==> src/rtl/ddr_rfifo_filler.sv <==
`default_nettype none
// ============================================================================
// Module   : ddr_rfifo_filler
// Brief    : Fetches a block of 32-bit words over AXI4 read bursts and pushes
//            them into the read-path async FIFO (write-clock domain).
// Revision : 1.0 - initial release
// ============================================================================
module ddr_rfifo_filler #(
  parameter int ADDR_W    = 28,
  parameter int CNT_W     = 20,
  parameter int BURST_LEN = 4,
  parameter int DATA_W    = 32
) (
  input  logic              wr_clk,
  input  logic              wr_rst,
  input  logic              start,
  input  logic [ADDR_W-1:0] base_addr,
  input  logic [CNT_W-1:0]  total_beats,
  output logic              busy,
  output logic              done,
  output logic              err,
  output logic [ADDR_W-1:0] m_araddr,
  output logic [7:0]        m_arlen,
  output logic              m_arvalid,
  input  logic              m_arready,
  input  logic [DATA_W-1:0] m_rdata,
  input  logic [1:0]        m_rresp,
  input  logic              m_rlast,
  input  logic              m_rvalid,
  output logic              m_rready,
  output logic              fifo_wr_en,
  output logic [DATA_W-1:0] fifo_wr_data,
  input  logic              fifo_full,
  input  logic              fifo_almost_full
);

  localparam logic [CNT_W-1:0]  c_BURST_CNT = CNT_W'(BURST_LEN);
  localparam logic [8:0]        c_BURST_LEN = 9'(BURST_LEN);
  localparam logic [ADDR_W-1:0] c_WORD_MSK  = ~ADDR_W'(3);

  typedef enum logic [2:0] {
    S_IDLE   = 3'd0,
    S_CHECK  = 3'd1,
    S_ADDR   = 3'd2,
    S_DATA   = 3'd3,
    S_SETTLE = 3'd4
  } state_t;

  state_t              r_state;
  logic [ADDR_W-1:0]   r_addr;
  logic [CNT_W-1:0]    r_remaining;
  logic [8:0]          r_len;
  logic [8:0]          r_beat_cnt;
  logic                r_settle;
  logic                r_busy;
  logic                r_done;
  logic                r_err;
  logic [ADDR_W-1:0]   r_araddr;
  logic [7:0]          r_arlen;
  logic                r_arvalid;

  logic [8:0]          w_next_len;
  logic                w_rready;
  logic                w_accept;
  logic                w_last_beat;
  logic [ADDR_W-1:0]   w_len_bytes;

  always_comb begin
    w_next_len = c_BURST_LEN;
    if (r_remaining < c_BURST_CNT) begin
      w_next_len = r_remaining[8:0];
    end
  end

  assign w_rready    = (r_state == S_DATA) && !fifo_full;
  assign w_accept    = w_rready && m_rvalid;
  assign w_last_beat = (r_beat_cnt == (r_len - 9'd1));
  assign w_len_bytes = ADDR_W'({r_len, 2'b00});

  assign busy         = r_busy;
  assign done         = r_done;
  assign err          = r_err;
  assign m_araddr     = r_araddr;
  assign m_arlen      = r_arlen;
  assign m_arvalid    = r_arvalid;
  assign m_rready     = w_rready;
  assign fifo_wr_en   = w_accept;
  assign fifo_wr_data = (r_state == S_DATA) ? m_rdata : '0;

  always_ff @(posedge wr_clk) begin
    if (wr_rst) begin
      r_state     <= S_IDLE;
      r_addr      <= '0;
      r_remaining <= '0;
      r_len       <= '0;
      r_beat_cnt  <= '0;
      r_settle    <= 1'b0;
      r_busy      <= 1'b0;
      r_done      <= 1'b0;
      r_err       <= 1'b0;
      r_araddr    <= '0;
      r_arlen     <= '0;
      r_arvalid   <= 1'b0;
    end else begin
      r_done <= 1'b0;
      case (r_state)
        S_IDLE: begin
          if (start) begin
            r_addr      <= base_addr & c_WORD_MSK;
            r_remaining <= total_beats;
            r_err       <= 1'b0;
            if (total_beats == '0) begin
              r_done <= 1'b1;
            end else begin
              r_busy  <= 1'b1;
              r_state <= S_CHECK;
            end
          end
        end
        S_CHECK: begin
          // Almost-full low guarantees room for a whole burst.
          if (!fifo_almost_full && !fifo_full) begin
            r_len     <= w_next_len;
            r_araddr  <= r_addr;
            r_arlen   <= 8'(w_next_len - 9'd1);
            r_arvalid <= 1'b1;
            r_state   <= S_ADDR;
          end
        end
        S_ADDR: begin
          if (m_arready) begin
            r_arvalid  <= 1'b0;
            r_beat_cnt <= '0;
            r_addr     <= r_addr + w_len_bytes;
            r_state    <= S_DATA;
          end
        end
        S_DATA: begin
          if (w_accept) begin
            r_beat_cnt  <= r_beat_cnt + 9'd1;
            r_remaining <= r_remaining - CNT_W'(1);
            // Beat count ends the burst; rlast is only cross-checked.
            if ((m_rresp != 2'b00) || (m_rlast != w_last_beat)) begin
              r_err <= 1'b1;
            end
            if (w_last_beat) begin
              r_settle <= 1'b0;
              r_state  <= S_SETTLE;
            end
          end
        end
        S_SETTLE: begin
          if (!r_settle) begin
            r_settle <= 1'b1;
          end else if (r_remaining == '0) begin
            r_busy  <= 1'b0;
            r_done  <= 1'b1;
            r_state <= S_IDLE;
          end else begin
            r_state <= S_CHECK;
          end
        end
        default: r_state <= S_IDLE;
      endcase
    end
  end

endmodule
`default_nettype wire

==> config.mk <==
export PLATFORM = sky130hd
export DESIGN_NAME = ddr_rfifo_filler
export DESIGN_NICKNAME = d
export VERILOG_FILES = /design/src/rtl/ddr_rfifo_filler.sv
export SDC_FILE = /design/constraint.sdc
export NUM_CORES = 1
export LEC_CHECK = 0
export ABC_AREA = 1
export BUFFER_PORTS_ARGS = -buffer_cell sky130_fd_sc_hd__buf_2
export CORE_MARGIN = 2
export CORE_UTILIZATION = 58
export DETAILED_ROUTE_END_ITERATION = 10
export PLACE_DENSITY = 0.91
export SYNTH_ARGS = -nofsm -noshare
export SYNTH_HDL_FRONTEND = slang
export SYNTH_SLANG_ARGS = --single-unit
==> constraint.sdc <==
create_clock -name wr_clk -period 5.92 [get_ports wr_clk]
set_clock_uncertainty 0.05 [all_clocks]
set_input_delay 1.184 -clock wr_clk [delete_from_list [all_inputs] [get_ports wr_clk]]
set_output_delay 1.184 -clock wr_clk [all_outputs]
set_load 0.1 [all_outputs]
Word level (Yosys, flattened, before mapping)
Index checks and enable logic that the tools add are counted.
{ "classes": {"addsub": 5, "magnitude_cmp": 1, "eq_ne": 15, "mux": 40, "n_reduce_logical": 25} }
{ "ops": {"columns": ["op", "count"], "rows": [
  ["28-bit two-way mux", 2],
  ["28-bit one-hot mux with 2 select lines", 1],
  ["20-bit logical NOT", 2],
  ["20-bit two-way mux", 2],
  ["20-bit one-hot mux with 2 select lines", 1],
  ["32-bit two-way mux", 1],
  ["28-bit by 11-bit adder with 28-bit output", 1],
  ["9-bit two-way mux", 3],
  ["3-bit two-way mux", 7],
  ["20-bit by 3-bit < comparator with 1-bit output, second input constant", 1],
  ["20-bit by 1-bit subtractor with 20-bit output, second input constant", 1],
  ["9-bit one-hot mux with 2 select lines", 1],
  ["1-bit two-way mux", 16],
  ["2-bit inequality test, second input constant", 8],
  ["3-bit one-hot mux with 5 select lines", 1],
  ["3-bit AND reduction", 5],
  ["2-bit nonzero test", 7],
  ["1-bit one-hot mux with 2 select lines", 5],
  ["9-bit by 1-bit adder with 9-bit output, second input constant", 1],
  ["9-bit == test", 1],
  ["9-bit by 1-bit subtractor with 9-bit output, second input constant", 1],
  ["8-bit by 1-bit subtractor with 8-bit output, second input constant", 1],
  ["7-bit AND reduction", 1],
  ["3-bit by 2-bit == test with 1-bit output, second input constant", 2],
  ["11 further kinds", 14]
]} }
{ "totals": {"ff_bits": 110, "input_bits": 90, "output_inout_bits": 74, "word_cells": 98} }

Depth between registers and ports, before layout
Gate-level depths: netlist (run 1).
{ "logic_depth": {"depth_word": 7, "ltp_mapped": 17, "ltp_nobuf": 17} }

Worst setup path after synthesis (run 1)
No wires, ideal clock.
{ "synth_path": {"kind": "input port to output port", "start": "in m_rdata[0]", "end": "out fifo_wr_data[0]", "arrival_ns": 2.462, "required_time_ns": 4.686, "slack_ns": 2.224, "cell_stages": 2, "n_path_buf": 0, "cell_sequence": "inv_1 -> nor2_1"} }
{ "synth_between": {"elab_chain_len": 1} }
{ "synth_lines": {"columns": ["item", "line_no", "source"], "rows": [
  ["from (decl)", "26", "input logic [DATA_W-1:0] m_rdata,"],
  ["32-bit two-way mux", "88", "assign fifo_wr_data = (r_state == S_DATA) ? m_rdata : '0;"],
  ["to (decl)", "32", "output logic [DATA_W-1:0] fifo_wr_data,"]
]} }
No other way between the ends.

Worst setup path after layout (run 1)
{ "layout_path": {"start": "reg r_state[0]", "end": "out fifo_wr_en"} }
{ "layout_between": {"elab_chain_len": 3} }
{ "layout_lines": {"columns": ["item", "line_no", "source"], "rows": [
  ["from (decl)", "49", "state_t r_state;"],
  ["from (signal assigned)", "92", "r_state <= S_IDLE;"],
  ["from (signal assigned)", "116", "r_state <= S_CHECK;"],
  ["from (signal assigned)", "127", "r_state <= S_ADDR;"],
  ["3-bit by 2-bit == test with 1-bit output", "75", "assign w_rready = (r_state == S_DATA) && !fifo_full;"],
  ["1-bit logical AND", "75", null],
  ["1-bit logical AND", "76", "assign w_accept = w_rready && m_rvalid;"],
  ["to (decl)", "31", "output logic fifo_wr_en,"]
]} }
No other way between the ends.

==> results.py, run 1 <==
metrics = {
    "status": {
        "status": "complete, no violations",
    },
    "logic_synthesis": {
        "synth_top_cell_area_share_pct": 32.3,
        "ys.flop_type": "dfxtp_1",
        "synth_warnings": 0,
        "synth_largest_area_cell": "dfxtp_1",
        "synth_mux_area_share_pct": 0,
        "synth-simple-area-share_pct": 34.1,
        "syn_avg_cell_area_um2": 6.27,
        "synth_cell_type_count": 45,
        "synth_top_family_by_area": "simple AND/OR/NAND/NOR gates",
        "synthTopCellsByArea": "dfxtp_1 (32%), nand2_1 (12%), nor2_1 (9.6%)",
        "synth_xor_area_share_pct": 1.47,
        "async_reset_ff_share_pct": 0,
        "synth-seq-area-share_pct": 32.3,
        "synthAdderAreaFrac_pct": 2.78,
        "ys_ff_latch": 106,
        "synth_edf_count": 0,
        "netlist_instances": 1047,
        "syn_area_um2": 6560,
        "synth_compound_area_share_pct": 18.2,
    },
    "floorplan": {
        "rows": 38,
        "die_w_um": 110,
        "core_area_um2": 10900,
        "die_area_um2": 12200,
        "start_util_pct": 60.0,
        "io_pins": 164,
        "die_h_um": 110,
    },
    "sta": {
        "slew_headroom_pct": 26.1,
        "fin_crit_sh_pct": 57.2,
        "hold_viol": 0,
        "setup_viol": 0,
        "period_needed_ps": 3390,
        "tightest_slew_ps": 1110,
        "rsz0062_at_grt": "false",
        "setup_ws_ps": 2530,
        "fmax_mhz": 295,
        "tns_ps": 0,
        "maxSlewViolCount": 0,
    },
    "layout": {
        "drive_above_1_share_pct": 17.4,
        "mostFrequentLayoutCell": "nand2_1",
        "final_nets": 1286,
        "mostFrequentLayoutCells": "nand2_1 (204), nor2_1 (168), buf_2 (159)",
        "num_antenna_cells": 0,
        "area_growth_pct": 16.7,
        "fillCellCount": 973,
    },
    "place": {
        "hpwlAfterDp_um": 13400,
        "portBuffers": 159,
        "gp_congestion": 0.954,
        "dp_slack_ps": 2520,
    },
    "cts": {
        "clockRootBuffer": "clkbuf_16",
        "cts_hold_buf": 0,
        "post_cts_buffers": 0,
        "cts_made_buffers": 9,
        "htreeDepth": 3,
        "clock_path_buffers": 2,
        "tritoncts": "done",
        "cts_resized": 0,
        "clk_pin_slew_ps": 60,
        "clock_sinks": 106,
        "clk_latency_ps": 350,
    },
    "grt": {
        "grt_pass1_wl_um": 29900,
        "grt-ovfl-total": 0,
        "track_usage_pct": 30.8,
        "first_global_vias": 6735,
        "grt_max_degree": 63,
        "antenna_found_initial": 0,
    },
    "critical_path": {
        "criticalPathCategory": "flip-flop to primary output",
        "crit_path_end_kind": "primary output",
        "cp_data_arrival_time_ps": 2150,
        "path_max_fanout": 62,
        "setup.worst_path.start_class": "flip-flop",
        "required_ps": 4690,
    },
    "detailed_routing": {
        "drtIter0Drc": 531,
        "ant_nets": 0,
        "drc": 0,
        "drt_pass1_iterations": 5,
        "vias": 7304,
        "post_drt_wl_per_cell_um": 13.9,
        "wl_um": 18400,
        "avgViaCountPerCell": 5.51,
    },
    "power_and_ir_drop": {
        "power_w": 0.00331,
        "ir_worst_vdd_v": 0.000381,
        "power.density_nw_per_um2": 432,
        "leakage_nw": 3.84,
    },
    "flow_run": {
        "max-cap-violations": 0,
    },
    "min_path": {
        "holdCritPathClass": "flip-flop to flip-flop",
    },
}
[worst max-delay path, cell delays in order, from the launching register on]
cell,delay (ps)
dfxtp_1,400
inv_2,80
nor2_4,110
nand2_4,370
nor2_8,230
nand2_4,100
inv_1,80
buf_2,420
[per-stage QoR]
stage | hold WS [ps] | util (%) | instance area, um^2 | std cells
final | 411 | 70.0 | 7650 | 1325
after global routing | 443 | 70.0 | 7650 | 1325
after CTS | 414 | 70.0 | 7650 | 1325
after detailed placement | 404 | 67.6 | 7390 | 1311
after global placement | 401 | 67.6 | 7390 | 1311
after floorplan | 397 | - | 6570 | 1048
[registers in the layout, summed over array words and instances (netlist names)]
signal and cells:
done 1, m_arlen 8, r_state 3, r_remaining 20, r_settle 1, r_len 9
busy 1, r_addr 26, m_arvalid 1, err 1, r_beat_cnt 9, m_araddr 26
[Yosys cell counts (2+ instances only)]
cell      instances
dfxtp_1         106
o21ai_0          87
nand3_1          68
inv_1           139
a31oi_1           4
xnor2_1           4
buf_4             3
ha_1             13
nor3b_1           6
nand2_1         204
a221oi_2          3
a211oi_1          3
xor2_1            7
nand4_1          20
nand2_4           4
o21bai_1          2
a21oi_1          99
nand2_2           2
buf_1             2
o211ai_1          5
nor2_4            3
inv_2             5
clkbuf_1         21
nor2_1          168
a31o_2            2
or2_2             4
buf_2            14
nor4_1            2
nor3_1           25
nor3_2            2
o21ai_1           6
[path summary, 6_finish.rpt]
check,from,end,slack (ps),cells after the start
worst min register to register,m_arlen[5]$_SDFFE_PP0P_,m_arlen[5]$_SDFFE_PP0P_,410,2
worst min-delay path,m_arlen[5]$_SDFFE_PP0P_,m_arlen[5]$_SDFFE_PP0P_,410,2
worst max-delay path,r_state[0]$_SDFFE_PP0P_,fifo_wr_en,2530,7
worst max register to register,r_state[0]$_SDFFE_PP0P_,r_remaining[7]$_SDFFE_PP0P_,3160,10
[logic make-up (layout without fill, tap and decap cells)]
kind of cell	Yosys count	in the layout
AOI/OAI and AO/OA	217	217
xor gates and xnor gates	11	11
adders and majority gates	14	14
buffers and inverters	185	322
DFF	106	106
other	1	2
and+or+nand+nor	513	513
[area by class of cell]
class | instances | area, um^2 | share of cell area (%)
well taps | 140 | 175 | 2.29
flip-flops and latches | 106 | 2120 | 27.7
clock inverters | 2 | 15.0 | 0.196
repair buffers | 163 | 826 | 10.8
multi-input cells | 757 | 3730 | 48.7
clock buffers | 12 | 246 | 3.22
inverters | 145 | 544 | 7.11
[layer usage]
layer  global-route usage, %  up-vias  share of wire, %
li1                        -     3653                 -
met2                    54.6      271                49
met5                       0        -                 0
met3                    5.35       52               6.4
met1                    36.8     3328                42
met4                    12.2        0               2.7
[power breakdown]
part / internal, W / switching (W)
combinational: 0.000441 / 0.00126
clock: 0.000293 / 0.000261
sequential: 0.000884 / 0.000171
Note: power is estimated with default switching activity, not from simulation.
==> run 2: changes to the inputs <==
--- a/config.mk
+++ b/config.mk
@@ -8,9 +8,9 @@
 export ABC_AREA = 1
 export BUFFER_PORTS_ARGS = -buffer_cell sky130_fd_sc_hd__buf_2
 export CORE_MARGIN = 2
-export CORE_UTILIZATION = 58
+export CORE_UTILIZATION = 49
 export DETAILED_ROUTE_END_ITERATION = 10
-export PLACE_DENSITY = 0.91
+export PLACE_DENSITY = 0.82
 export SYNTH_ARGS = -nofsm -noshare
 export SYNTH_HDL_FRONTEND = slang
 export SYNTH_SLANG_ARGS = --single-unit
==> constraint.sdc (replaced) <==
create_clock -name wr_clk -period 2.9 [get_ports wr_clk]
set_clock_uncertainty 0.05 [all_clocks]
set_input_delay 0.58 -clock wr_clk [delete_from_list [all_inputs] [get_ports wr_clk]]
set_output_delay 0.58 -clock wr_clk [all_outputs]
set_load 0.1 [all_outputs]
==> run 2 against run 1 <==
  * Largest cell class unchanged
  * Clock-buffer cell count is 1 lower
  * Flip-flop and latch count stayed put
  * First-iteration DRC count down 11%
  * Clock power is 140% higher
  * Register-to-register slack lost 2500 ps
  * Global-route usage shrank 5.6 points
  * Non-clock buffer count up 9
  * Combinational power increased by 110%
  * Routed wire length shrank 2.5%
  * Critical path depth shrank 1
  * Die area is 18% higher
==> results.py, run 2 (same netlist as run 1, synthesis figures left out) <==
metrics = {
    "status": {
        "status": "complete, no violations",
    },
    "floorplan": {
        "start_util_pct": 49.9,
        "rows": 42,
        "core_area_um2": 13100,
        "die_h_um": 120,
        "die_w_um": 120,
        "io_pins": 164,
        "die_area_um2": 14300,
    },
    "cts": {
        "cts_hold_buf": 0,
        "cts_made_buffers": 9,
        "clk_pin_slew_ps": 70,
        "htreeDepth": 3,
        "cts_resized": 0,
        "clock_sinks": 106,
        "clockRootBuffer": "clkbuf_16",
        "clk_latency_ps": 360,
        "clock_path_buffers": 2,
        "post_cts_buffers": 0,
        "tritoncts": "done",
    },
    "detailed_routing": {
        "ant_nets": 0,
        "vias": 7114,
        "drc": 0,
        "avgViaCountPerCell": 5.19,
        "post_drt_wl_per_cell_um": 13.1,
        "drt_pass1_iterations": 5,
        "wl_um": 18000,
        "drtIter0Drc": 475,
    },
    "sta": {
        "setup_ws_ps": 265,
        "fin_crit_sh_pct": 90.9,
        "maxSlewViolCount": 0,
        "setup_viol": 0,
        "rsz0062_at_grt": "false",
        "tightest_slew_ps": 736,
        "hold_viol": 0,
        "period_needed_ps": 2630,
        "slew_headroom_pct": 50.9,
        "fmax_mhz": 380,
    },
    "layout": {
        "final_nets": 1295,
        "mostFrequentLayoutCell": "nand2_1",
        "drive_above_1_share_pct": 18.2,
        "area_growth_pct": 19.5,
        "final_util_pct": 59.7,
        "num_antenna_cells": 0,
        "mostFrequentLayoutCells": "nand2_1 (204), nor2_1 (168), buf_2 (159)",
    },
    "min_path": {
        "holdCritPathClass": "flip-flop to flip-flop",
        "min_path_cells": 2,
        "hp-start": "m_arlen[7]$_SDFFE_PP0P_",
        "hold-path-endpoint": "m_arlen[7]$_SDFFE_PP0P_",
    },
    "grt": {
        "grt_max_degree": 54,
        "grt_pass1_wl_um": 29400,
        "first_global_vias": 6253,
        "grt-ovfl-total": 0,
        "track_usage_pct": 25.2,
        "antenna_found_initial": 0,
    },
    "power_and_ir_drop": {
        "ir_worst_vdd_v": 0.000497,
        "power.density_nw_per_um2": 891,
        "leakage_nw": 3.92,
    },
    "critical_path": {
        "path_max_fanout": 25,
        "r2r_end": "r_addr[20]$_SDFFE_PP0P_",
        "setup.worst_path.start_class": "flip-flop",
        "r2r_cells": 11,
        "cp_data_arrival_time_ps": 2000,
        "r2r-start": "r_len[0]$_SDFFE_PP0P_",
        "r2r_slack_ps": 660,
        "criticalPathCategory": "flip-flop to primary output",
        "required_ps": 2270,
        "crit_path_end_kind": "primary output",
    },
    "flow_run": {
        "max-cap-violations": 0,
    },
    "place": {
        "portBuffers": 159,
        "gp_congestion": 0.982,
        "hpwlAfterDp_um": 13400,
        "dp_slack_ps": 671,
    },
}
==> run 2: changes by cell type in the layout (fill, tap and decap cells not counted), sizes merged <==
cell	change
buf	+9
bufinv	+2
clkbuf	-1
clkinv	+1
clkinvlp	-1
==> run 2: area by class of cell <==
cell class                      instances  area [um^2]
Inverter                              145          544
Multi-Input combinational cell        757         3730
Sequential cell                       106         2120
Timing Repair Buffer                  172          906
Clock inverter                          4         76.3
Tap cell                              176          220
Clock buffer                           11          243
Fill cell                            1266         5300
==> run 2: critical path, stage by stage (launching register included) <==
cell and delay, ps:
dfxtp_1 420, inv_2 80, nor2_4 120, nand2_4 190, buf_4 280, nor2_1 120
buf_2 430
==> run 2: layer usage <==
layer	global-route usage, %	wire length (um)	vias up
li1	-	-	3672
met1	33.0	8180	3212
met2	43.0	8520	212
met3	4.71	1050	18
met4	6.18	229	0
met5	0	0	-
==> run 2: power by group <==
part,total [W],internal (W),switching (W)
Clock,0.00134,0.000778,0.000562
Sequential,0.00215,0.00180,0.000346
Combinational,0.00349,0.000948,0.00254
==> run 2: worst max-delay path by stage <==
stage / from / to / cells after the start
2_1_floorplan: r_state[0]$_SDFFE_PP0P_ / fifo_wr_data[10] / 6
3_3_place_gp: r_state[0]$_SDFFE_PP0P_ / fifo_wr_data[9] / 6
3_5_place_dp: r_state[0]$_SDFFE_PP0P_ / fifo_wr_data[9] / 6
4_1_cts: r_state[0]$_SDFFE_PP0P_ / fifo_wr_data[9] / 6
5_1_grt: r_state[0]$_SDFFE_PP0P_ / fifo_wr_data[10] / 6
6_report: r_state[0]$_SDFFE_PP0P_ / fifo_wr_data[9] / 6
==> run 2: per-stage QoR <==
step | area (um^2) | hold WS (ps) | std cells | setup TNS, ps | power (W)
2_1_floorplan | 6570 | 397 | 1048 | -1220 | 0.00491
3_3_place_gp | 7520 | 402 | 1356 | 0 | 0.00556
3_5_place_dp | 7520 | 406 | 1356 | 0 | 0.00562
4_1_cts | 7840 | 416 | 1371 | 0 | 0.00698
5_1_grt | 7840 | 444 | 1371 | 0 | 0.00750
6_report | 7840 | 415 | 1371 | 0 | 0.00698
